File: src/rtl/io_uart_bank_if.sv
// MMU I/O port bundle: 8-bit byte offset, 32-bit write data, combinational read data.
interface io_uart_bank_if;
  logic [7:0]  io_addr;
  logic        io_en;
  logic        io_we;
  logic [31:0] io_data_write;
  logic [31:0] io_data_read;

  modport master (output io_addr, io_en, io_we, io_data_write, input io_data_read);
  modport slave  (input io_addr, io_en, io_we, io_data_write, output io_data_read);
endinterface

File: src/rtl/io_uart_bank.sv
// I/O responder: LED register, free-running cycle counter and a TX FIFO
// draining into an 8N1 UART transmitter. Reads are combinational off
// pre-edge state; writes and FIFO side effects commit on the clock edge.
module io_uart_bank #(
  parameter int CLKS_PER_BIT   = 104,
  parameter int FIFO_DEPTH     = 8,
  parameter int FIFO_DEPTH_LOG = 3
) (
  input  logic                 clk,
  input  logic                 resetb,
  io_uart_bank_if.slave        bus,
  output logic [7:0]           leds,
  output logic                 uart_tx
);

  localparam int BAUD_W = (CLKS_PER_BIT > 2) ? $clog2(CLKS_PER_BIT) : 1;
  localparam logic [BAUD_W-1:0]         BAUD_LAST = BAUD_W'(CLKS_PER_BIT - 1);
  localparam logic [FIFO_DEPTH_LOG:0]   FULL_CNT  = (FIFO_DEPTH_LOG + 1)'(FIFO_DEPTH);

  localparam logic [5:0] OFF_LED    = 6'd0;
  localparam logic [5:0] OFF_TXDATA = 6'd1;
  localparam logic [5:0] OFF_STATUS = 6'd2;
  localparam logic [5:0] OFF_CYCLE  = 6'd3;

  typedef enum logic [1:0] {IDLE, START, DATA, STOP} tx_state_e;

  tx_state_e                 state;
  logic [BAUD_W-1:0]         baud_cnt;
  logic [2:0]                bit_idx;
  logic [7:0]                shreg;

  logic [7:0]                mem [FIFO_DEPTH];
  logic [FIFO_DEPTH_LOG-1:0] rd_ptr, wr_ptr;
  logic [FIFO_DEPTH_LOG:0]   count;
  logic                      overflow;
  logic [31:0]               cycle;

  logic [5:0]  off;
  logic        wr_en, push_req, push, pop, full, empty, ovf_clr;
  logic [31:0] status;
  logic        unused_bits;

  assign off      = bus.io_addr[7:2];
  assign wr_en    = bus.io_en & bus.io_we;
  assign full     = (count == FULL_CNT);
  assign empty    = (count == '0);
  assign push_req = wr_en & (off == OFF_TXDATA);
  // A full FIFO drops the push even if a pop frees a slot on the same edge.
  assign push     = push_req & ~full;
  assign pop      = (state == IDLE) & ~empty;
  assign ovf_clr  = wr_en & (off == OFF_STATUS) & bus.io_data_write[3];
  assign unused_bits = ^{bus.io_addr[1:0], bus.io_data_write[31:8]};

  // Status word assembled from live FIFO/FSM state.
  always_comb begin
    status = '0;
    status[0] = full;
    status[1] = empty;
    status[2] = (state != IDLE);
    status[3] = overflow;
    status[8 +: FIFO_DEPTH_LOG+1] = count;
  end

  // Combinational read mux; zero when no access is presented.
  always_comb begin
    bus.io_data_read = '0;
    if (bus.io_en) begin
      case (off)
        OFF_LED:    bus.io_data_read = {24'h0, leds};
        OFF_STATUS: bus.io_data_read = status;
        OFF_CYCLE:  bus.io_data_read = cycle;
        default:    bus.io_data_read = '0;
      endcase
    end
  end

  // LED register, cycle counter and sticky overflow (set beats clear).
  always_ff @(posedge clk or negedge resetb) begin
    if (!resetb) begin
      leds     <= '0;
      cycle    <= '0;
      overflow <= 1'b0;
    end else begin
      cycle <= cycle + 32'd1;
      if (wr_en && off == OFF_LED) leds <= bus.io_data_write[7:0];
      if (push_req && full)        overflow <= 1'b1;
      else if (ovf_clr)            overflow <= 1'b0;
    end
  end

  // FIFO storage; contents are don't-care until pointed at, so no reset.
  always_ff @(posedge clk) begin
    if (push) mem[wr_ptr] <= bus.io_data_write[7:0];
  end

  // FIFO pointers and occupancy; simultaneous push+pop leaves count unchanged.
  always_ff @(posedge clk or negedge resetb) begin
    if (!resetb) begin
      rd_ptr <= '0;
      wr_ptr <= '0;
      count  <= '0;
    end else begin
      if (push) wr_ptr <= wr_ptr + 1'b1;
      if (pop)  rd_ptr <= rd_ptr + 1'b1;
      case ({push, pop})
        2'b10:   count <= count + 1'b1;
        2'b01:   count <= count - 1'b1;
        default: count <= count;
      endcase
    end
  end

  // 8N1 transmitter: start, 8 data bits LSB first, stop; uart_tx registered.
  always_ff @(posedge clk or negedge resetb) begin
    if (!resetb) begin
      state    <= IDLE;
      baud_cnt <= '0;
      bit_idx  <= '0;
      shreg    <= '0;
      uart_tx  <= 1'b1;
    end else begin
      case (state)
        IDLE: begin
          uart_tx  <= 1'b1;
          baud_cnt <= '0;
          bit_idx  <= '0;
          if (pop) begin
            shreg   <= mem[rd_ptr];
            state   <= START;
            uart_tx <= 1'b0;
          end
        end
        START: begin
          if (baud_cnt == BAUD_LAST) begin
            baud_cnt <= '0;
            bit_idx  <= '0;
            uart_tx  <= shreg[0];
            shreg    <= {1'b0, shreg[7:1]};
            state    <= DATA;
          end else begin
            baud_cnt <= baud_cnt + 1'b1;
          end
        end
        DATA: begin
          if (baud_cnt == BAUD_LAST) begin
            baud_cnt <= '0;
            if (bit_idx == 3'd7) begin
              uart_tx <= 1'b1;
              state   <= STOP;
            end else begin
              bit_idx <= bit_idx + 1'b1;
              uart_tx <= shreg[0];
              shreg   <= {1'b0, shreg[7:1]};
            end
          end else begin
            baud_cnt <= baud_cnt + 1'b1;
          end
        end
        STOP: begin
          uart_tx <= 1'b1;
          if (baud_cnt == BAUD_LAST) begin
            baud_cnt <= '0;
            state    <= IDLE;
          end else begin
            baud_cnt <= baud_cnt + 1'b1;
          end
        end
        default: state <= IDLE;
      endcase
    end
  end

endmodule

File: src/flat_wrapper.sv
// flat-port wrapper written by rule: the top's interface ports become plain ports
module io_uart_bank_flat 
#(
  parameter int CLKS_PER_BIT   = 104,
  parameter int FIFO_DEPTH     = 8,
  parameter int FIFO_DEPTH_LOG = 3
)
  (clk, resetb, leds, uart_tx, bus_io_addr, bus_io_en, bus_io_we, bus_io_data_write, bus_io_data_read);
  io_uart_bank_if bus_i ();
  input  logic clk;
  input  logic resetb;
  output logic [7:0] leds;
  output logic uart_tx;
  input wire logic [$bits(bus_i.io_addr)-1:0] bus_io_addr;
  input wire logic [$bits(bus_i.io_en)-1:0] bus_io_en;
  input wire logic [$bits(bus_i.io_we)-1:0] bus_io_we;
  input wire logic [$bits(bus_i.io_data_write)-1:0] bus_io_data_write;
  output wire logic [$bits(bus_i.io_data_read)-1:0] bus_io_data_read;
  assign bus_i.io_addr = bus_io_addr;
  assign bus_i.io_en = bus_io_en;
  assign bus_i.io_we = bus_io_we;
  assign bus_i.io_data_write = bus_io_data_write;
  assign bus_io_data_read = bus_i.io_data_read;
  io_uart_bank #(.CLKS_PER_BIT(CLKS_PER_BIT), .FIFO_DEPTH(FIFO_DEPTH), .FIFO_DEPTH_LOG(FIFO_DEPTH_LOG)) u_core (.clk(clk), .resetb(resetb), .bus(bus_i), .leds(leds), .uart_tx(uart_tx));
endmodule
File: config.mk
export PLATFORM = sky130hd
export DESIGN_NAME = io_uart_bank_flat
export DESIGN_NICKNAME = d
export VERILOG_FILES = /design/src/rtl/io_uart_bank_if.sv /design/src/rtl/io_uart_bank.sv /design/src/flat_wrapper.sv
export SDC_FILE = /design/constraint.sdc
export NUM_CORES = 1
export LEC_CHECK = 0
export CAP_MARGIN = 20
export CELL_PAD_IN_SITES_DETAIL_PLACEMENT = 0
export CELL_PAD_IN_SITES_GLOBAL_PLACEMENT = 2
export CORE_MARGIN = 2
export CORE_UTILIZATION = 26
export CTS_CLUSTER_DIAMETER = 80
export CTS_CLUSTER_SIZE = 28
export DETAILED_ROUTE_END_ITERATION = 6
export PLACE_DENSITY_LB_ADDON = 0.1
export SLEW_MARGIN = 20
export SYNTH_ARGS = -nofsm -noshare
export SYNTH_HDL_FRONTEND = slang
export SYNTH_SLANG_ARGS = --single-unit
File: constraint.sdc
create_clock -name clk -period 2.5 [get_ports clk]
set_input_delay 0.5 -clock clk [delete_from_list [all_inputs] [get_ports clk]]
set_output_delay 0.5 -clock clk [all_outputs]
set_load 0.05 [all_outputs]
==> results by group <==
Power and ir drop
  • Pwr Density: 902 mW/mm^2
  • Max IR drop VDD: 365 uV
  • Reg power frac: 35.6%
  • Sw Ratio: 32.5%
  • Clock share of power: 34.0%
  • Leak pwr: 3.40 nW
  • Psw: 2.54 mW
  • Power Internal: 5.26 mW
  • Logic gate share of total power: 30.5%
  • Power Total: 7.80 mW

Clock tree
  • Clk buf depth: 2
  • Clock sinks: 136
  • CTS tree: yes
  • Clk_lat worst skew: 0.42 ns
  • H-tree levels: 4
  • Clock root cell: clkbuf_16
  • Clock Pin Slew Worst Setup and Hold Paths: 0.06 ns
  • Num CTS Buffers: 17

Logic synthesis
  • Yosys Warn Count: 0
  • Avg Inst Size Synth: 13.1 um^2
  • Unique masters post-synth: 50
  • Share of flip-flops with an asynchronous set or reset: 52.9%
  • Sequential share of the synthesized area: 59.0%
  • EDFF count, synth: 64
  • Post-synthesis compound-gate area fraction: 4.79%
  • Post-Synth Simple-Gate Area: 13.9%
  • Flops & latches, synth: 136
  • Mapped Cells: 481
  • Synth Area in Adders: 2.58%
  • Primary FF master, synth: dfrtp_1
  • Mux cell area share after synthesis: 10.9%
  • Netlist Area Pre-Place: 0.00631 mm^2
  • Synthesized Nets: 538
  • XOR/XNOR Fraction of Synth Area: 5.96%
  • Largest family of logic cells by synthesized area: simple AND/OR/NAND/NOR gates

STA
  • Fin. max-slew vios: 0
  • Clock Skews: 0.0116 ns
  • Setup violations, final: 0
  • Final worst path period share: 97.3%
  • Post-layout min period: 2.43 ns
  • Worst relative slew slack: 62.2%
  • Worst setup margin: 0.0668 ns
  • Fin Hold WS: 0.458 ns
  • Setup TNS Final: 0 ns
  • Final hold violations: 0
  • Fmax: 411 MHz
  • RSZ-0062 raised after global routing: true
  • Worst-margin pin slew: 0.565 ns

Worst setup path
  • CP Cell Sequence: or4_4 > o21ai_4 > a22oi_2 > nor2_2 > buf_12
  • CP startpoint kind: flip-flop
  • Crit-path max cell delay: 0.58 ns
  • CP bufs+invs: 1
  • Reg2Reg Depth: 10
  • Slowest CP cell: or4_4
  • Worst Setup End Kind: output port
  • CP Max Fanout: 3
  • Critical path depth: 5
  • CP Data Arrival Time: 1.93 ns
  • Crit Path Class: reg2out
  • Delay-heaviest family, CP: simple AND/OR/NAND/NOR gates
  • Crit path required time: 2.00 ns

Floorplanning
  • Die footprint: 0.0256 mm^2
  • IO Count: 85
  • Core area: 0.0241 mm^2
  • Die Y: 160 um
  • Die width: 160 um
  • Rows: 57
  • Initial Utilization: 26.2%

Drt
  • Post-Route WL: 15.9 mm
  • DRC: 0
  • DR vias: 4181
  • Initial DRC Count: 223
  • WL met1: 8.31 mm
  • Max layer used: met4
  • Met2 routed WL: 6.94 mm
  • Avg Vias per Cell: 4.54
  • DR pass1 iterations: 6
  • Post-DRT Antenna Nets: 0
  • Routed met3 length: 553 um
  • Avg WL per Cell: 17.3 um

Run status
  • Status: finished clean

Global routing
  • Initial antenna violation count: 0
  • Global-route wire length before repair: 24.9 mm
  • Largest net degree at the start of global routing: 48
  • Vias in the first global route: 4210
  • Remaining Overflow, GRT: 0
  • GR Util All Layers: 12.7%

Placement
  • Port Buf Inserts: 58
  • Hpwl dp: 11.1 mm
  • Setup WS pre-CTS: -0.193 ns
  • Area post-placement: 0.00785 mm^2
  • GP Congestion: 0.705

Hold path
  • HP Class: reg2reg
  • Hold path cells: 1

Job
  • Max-cap check violation count: 0

Finish
  • Share of cells above drive strength 1: 30.5%
  • Commonest non-fill, non-tap cells in the layout: dfrtp_1, edfxtp_1, buf_4
  • Number of fillers in the final layout: 2392
  • Ant. Diodes: 0
  • Layout area overhead: 37.0%
  • Finished Cell Area: 0.00865 mm^2
  • Fin nets: 640
  • Commonest non-fill, non-tap cell in the layout: dfrtp_1
## repair_timing
action	in CTS	in global routing
hold endpoints to repair	1	0
cloned	0	1
gates resized for setup	18	18
hold buffers	1	0
setup endpoints to repair	13	13
pin swaps	1	3
buffers inserted	0	3
## cell usage after synthesis, types with 2 or more instances
master	number	share of area (%)
a31oi_1	2	0.20
edfxtp_1	64	30
nor4_1	8	0.79
or2_2	2	0.20
xor2_1	10	1.4
and3_1	25	2.5
nand4_1	20	2.0
nor2b_1	4	0.40
nand2_1	19	1.1
nand3_1	17	1.3
dfrtp_1	71	28
inv_1	18	1.1
buf_6	2	0.36
o22ai_1	5	0.50
ha_1	13	2.6
nor3b_1	2	0.24
o221ai_1	3	0.42
clkbuf_1	15	0.89
mux2i_1	10	1.6
nand2b_1	4	0.40
xnor2_1	33	4.6
mux2_2	20	3.6
nor3_1	13	1.0
buf_2	6	0.48
o21ai_0	5	0.40
and2_1	3	0.30
mux4_2	16	5.7
nor2_1	32	1.9
a22oi_1	9	1.1
a21oi_1	10	0.79
## path summary, 6_finish.rpt
path / from / endpoint / slack (ns)
worst max-delay path: u_core.count[1] / bus_io_data_read[1] / 0.07
worst min-delay path: u_core.baud_cnt[0] / u_core.baud_cnt[0] / 0.46
worst max register to register: u_core.count[1] / u_core.count[2] / 0.18
worst min register to register: u_core.baud_cnt[0] / u_core.baud_cnt[0] / 0.46
max in group asynchronous: resetb / u_core.wr_ptr[0] / 1.36
min in group asynchronous: resetb / u_core.baud_cnt[3] / 0.55
## registers in the layout (all words and copies together) (netlist names), 2 cells and up
| register | flops |
|---|---|
| u_core.baud_cnt | 7 |
| u_core.bit_idx | 3 |
| u_core.count | 4 |
| u_core.cycle | 32 |
| u_core.leds | 8 |
| u_core.mem | 64 |
| u_core.rd_ptr | 3 |
| u_core.shreg | 8 |
| u_core.state | 2 |
| u_core.wr_ptr | 3 |
## kinds of logic (layout without fill, tap and decap cells)
logic type / count (synthesis) / in the layout
mux: 46 / 46
fa+ha+maj: 13 / 13
compound gates: 42 / 42
buf+inv: 42 / 157
simple gates: 159 / 159
xor+xnor: 43 / 43
flops: 136 / 136
## worst reg2reg max path, delay by kind of cell, from the launching register on
kind | cells | cell delay (ns)
and+or+nand+nor | 3 | 0.77
xor gates and xnor gates | 3 | 0.43
DFF | 1 | 0.41
adders and majority gates | 2 | 0.39
AOI/OAI and AO/OA | 1 | 0.14
buffers and inverters | 1 | 0.07
## per-stage QoR
stage	utilization (%)	std cells
finish	35.9	920
global route	35.9	920
CTS	35.4	916
detailed placement	32.6	883
global placement	32.6	883
floorplan	-	481
## area by class of cell
class	instances	area (um^2)	area share, %
clock buffers	17	425	4.92
clock inverters	15	198	2.29
inverters	18	67.6	0.781
multi-input cells	303	2500	29.0
flip-flops and latches	136	3730	43.1
well taps	324	405	4.69
repair buffers	107	1320	15.3
## power groups by stage
| stage | clock, mW | sequential, mW | combinational, mW |
|---|---|---|---|
| finish | 2.65 | 2.77 | 2.38 |
| global route | 2.82 | 2.81 | 2.65 |
| CTS | 2.72 | 2.77 | 2.40 |
| detailed placement | 0 | 2.81 | 2.37 |
| global placement | 0 | 2.80 | 2.36 |
| floorplan | 0 | 2.79 | 1.63 |
## routing by layer
layer,up-vias,GRT usage (%)
met1,2098,18.8
met2,81,18.7
met3,8,3.19
met4,0,2.83
met5,-,0
li1,1994,-
Note: power is estimated with default switching activity, not from simulation.
==> variant, RTL diff (config.mk and constraints unchanged) <==
Encoding of `tx_state_e`: now Gray code (2 bits for 4 states).
--- a/src/rtl/io_uart_bank.sv
+++ b/src/rtl/io_uart_bank.sv
@@ -24,3 +24,3 @@
 
-  typedef enum logic [1:0] {IDLE, START, DATA, STOP} tx_state_e;
+  typedef enum logic [1:0] {IDLE = 2'b00, START = 2'b01, DATA = 2'b11, STOP = 2'b10} tx_state_e;
 
Formal check against the unedited RTL: same outputs for any inputs over 10 cycles, from zero or initial values and one cycle with resetb low; not proved beyond that.
==> variant against the original RTL <==
Sequential cell count stayed put; routed wire length down 2.7%; critical path depth grew 2; area after synthesis is 0.71% lower; critical endpoint is now bus_io_data_read[0]; design area shrank 2.2%; final cell count decreased by 1.7%; setup slack worse by 0.028 ns; clock skew rose by 0.00067 ns.
Power is not compared: it rests on default switching activity, and its combinational part moved more than twofold at a synthesized area within 25%.
==> variant: results (changes against the original RTL) <==
Slew headroom 0.6082 (-0.01418); post-synthesis sequential area ratio 0.5941 (+0.004238); FF-to-FF setup slack 0.21 ns (+0.03 ns); GRT Util Overall 0.1289 (+0.001876); Slowest cell on crit path dfrtp_2; YS warnings 0 (unchanged); clock root cell clkbuf_16; arrival time worst endpoint 1.96 ns (+0.03 ns); sum of routed wire length over all layers 15.49 mm (-2.7%); cts bufs inserted 17 (unchanged); worst-case hold slack 0.05769 ns (-0.4001 ns); top post-synthesis cells by area edfxtp_1 (31%), dfrtp_1 (28%), xnor2_1 (4.1%), mux4_2 (3.2%), mux2i_1 (2.9%); ANT cells 0 (unchanged); Yosys cell types 57 (+14%); period utilisation layout 0.9846 (+0.01128); Worst R2R Path Depth 9 (-1); Post-route DRC 0 (unchanged); port bufs 58 (unchanged); Fill cells 2348 (-1.8%); clock latency on the worst-skew pair 0.42 ns (about the same); largest net degree at the start of global routing 39 (-19%); HPWL Detailed 10.92 mm (-1.4%); min-delay worst type in -> async; first-pass detailed-route iteration total 4 (-2); Worst path max stage delay 0.46 ns (-0.12 ns); fin nets 625 (-2.3%); Commonest cells post-synth dfrtp_1 (71), edfxtp_1 (64), nand2_1 (31); reg2reg end u_core.count[3]; crit path max fanout 5 (+2); clk buf depth 2 (unchanged); first-pass GRT wire length 25.01 mm (+0.44%); Critical R2R Launch u_core.count[0]; drt initial violations 188 (-16%); layout cells sized above 1 0.2650 (-0.04041); kind of cell adding the most delay to the critical path flip-flops; antenna violations before repair 0 (unchanged); worst slack, placed -0.2111 ns (-0.01821 ns); Syn Nets 533 (-0.93%); clock skew 0.01227 ns (+0.0006658 ns); GPL Wtd Cong 0.7072 (+0.27%); status complete, no violations; vias in the first global route 4304 (+2.2%); Vias 4079 (-2.4%); top_reg_cell synth dfrtp_1
## variant: changes by cell type after synthesis, moves of 8 or more
cell,unedited run,this run
inv_1,18,6
nor3_1,13,22
nor2_1,32,23
nand2_1,19,31
mux2i_1,10,18
## variant: what timing repair did
| item | 4_1_cts | 5_1_grt |
|---|---|---|
| setup endpoints to repair | 17 | 11 |
| gates resized for setup | 11 | 11 |
| pin swaps | 1 | 2 |
| buffers inserted | 1 | 3 |
| gates cloned | 0 | 0 |
## variant: per-stage QoR
stage	cells	power (mW)	area, um2	utilization
after global placement	868	3.949	7750	0.3292
final	904	6.545	8458	0.3593
after floorplan	480	3.615	6270	-
after global routing	904	6.902	8458	0.3593
after detailed placement	868	3.965	7750	0.3292
after CTS	901	6.613	8396	0.3566
## variant: kinds of logic (layout without fill, tap and decap cells)
kind of cell             Yosys count  after routing  share of synthesized area
AND/OR/NAND/NOR                  168            168                     0.1614
flip-flops                       136            136                     0.5941
AO/OA/AOI/OAI                     50             50                    0.05308
XOR/XNOR                          43             43                    0.06007
multiplexers                      43             43                    0.08980
buffers and inverters             31            136                    0.02355
adder cells (fa/ha/maj)            9              9                    0.01796
## variant: routing by layer
metal	vias to the layer above	wire length [um]	share of wire	GRT usage
li1	1965	-	-	-
met1	2033	7899	0.51	0.1865
met2	68	6857	0.44	0.1872
met3	13	524	0.034	0.03517
met4	0	209	0.013	0.03967
met5	-	0	0	0
## variant: report_power, final
part | leakage, nW | internal [mW] | switching (mW)
Clock | 0.302 | 1.52 | 1.07
Combinational | 1.59 | 0.596 | 0.569
Sequential | 1.50 | 2.55 | 0.244
Total | 3.39 | 4.66 | 1.88
## variant: worst max path at each step
| stage | to | startpoint |
|---|---|---|
| after CTS | bus_io_data_read[0] | u_core.count[1] |
| after detailed placement | u_core.count[3] | bus_io_addr[5] |
| after floorplan | u_core.mem[2][0] | bus_io_addr[2] |
| after global routing | bus_io_data_read[0] | u_core.count[0] |
| after global placement | u_core.count[2] | bus_io_addr[5] |
| final | bus_io_data_read[0] | u_core.count[0] |
## variant: final cells by class
| class | instances | area [um2] | share of cell area |
|---|---|---|---|
| flip-flops and latches | 136 | 3729 | 0.4408 |
| multi-input cells | 313 | 2447 | 0.2893 |
| repair buffers | 98 | 1250 | 0.1478 |
| clock buffers | 17 | 425.4 | 0.05030 |
| well taps | 319 | 399.1 | 0.04719 |
| clock inverters | 15 | 185.2 | 0.02189 |
| inverters | 6 | 22.52 | 0.002663 |
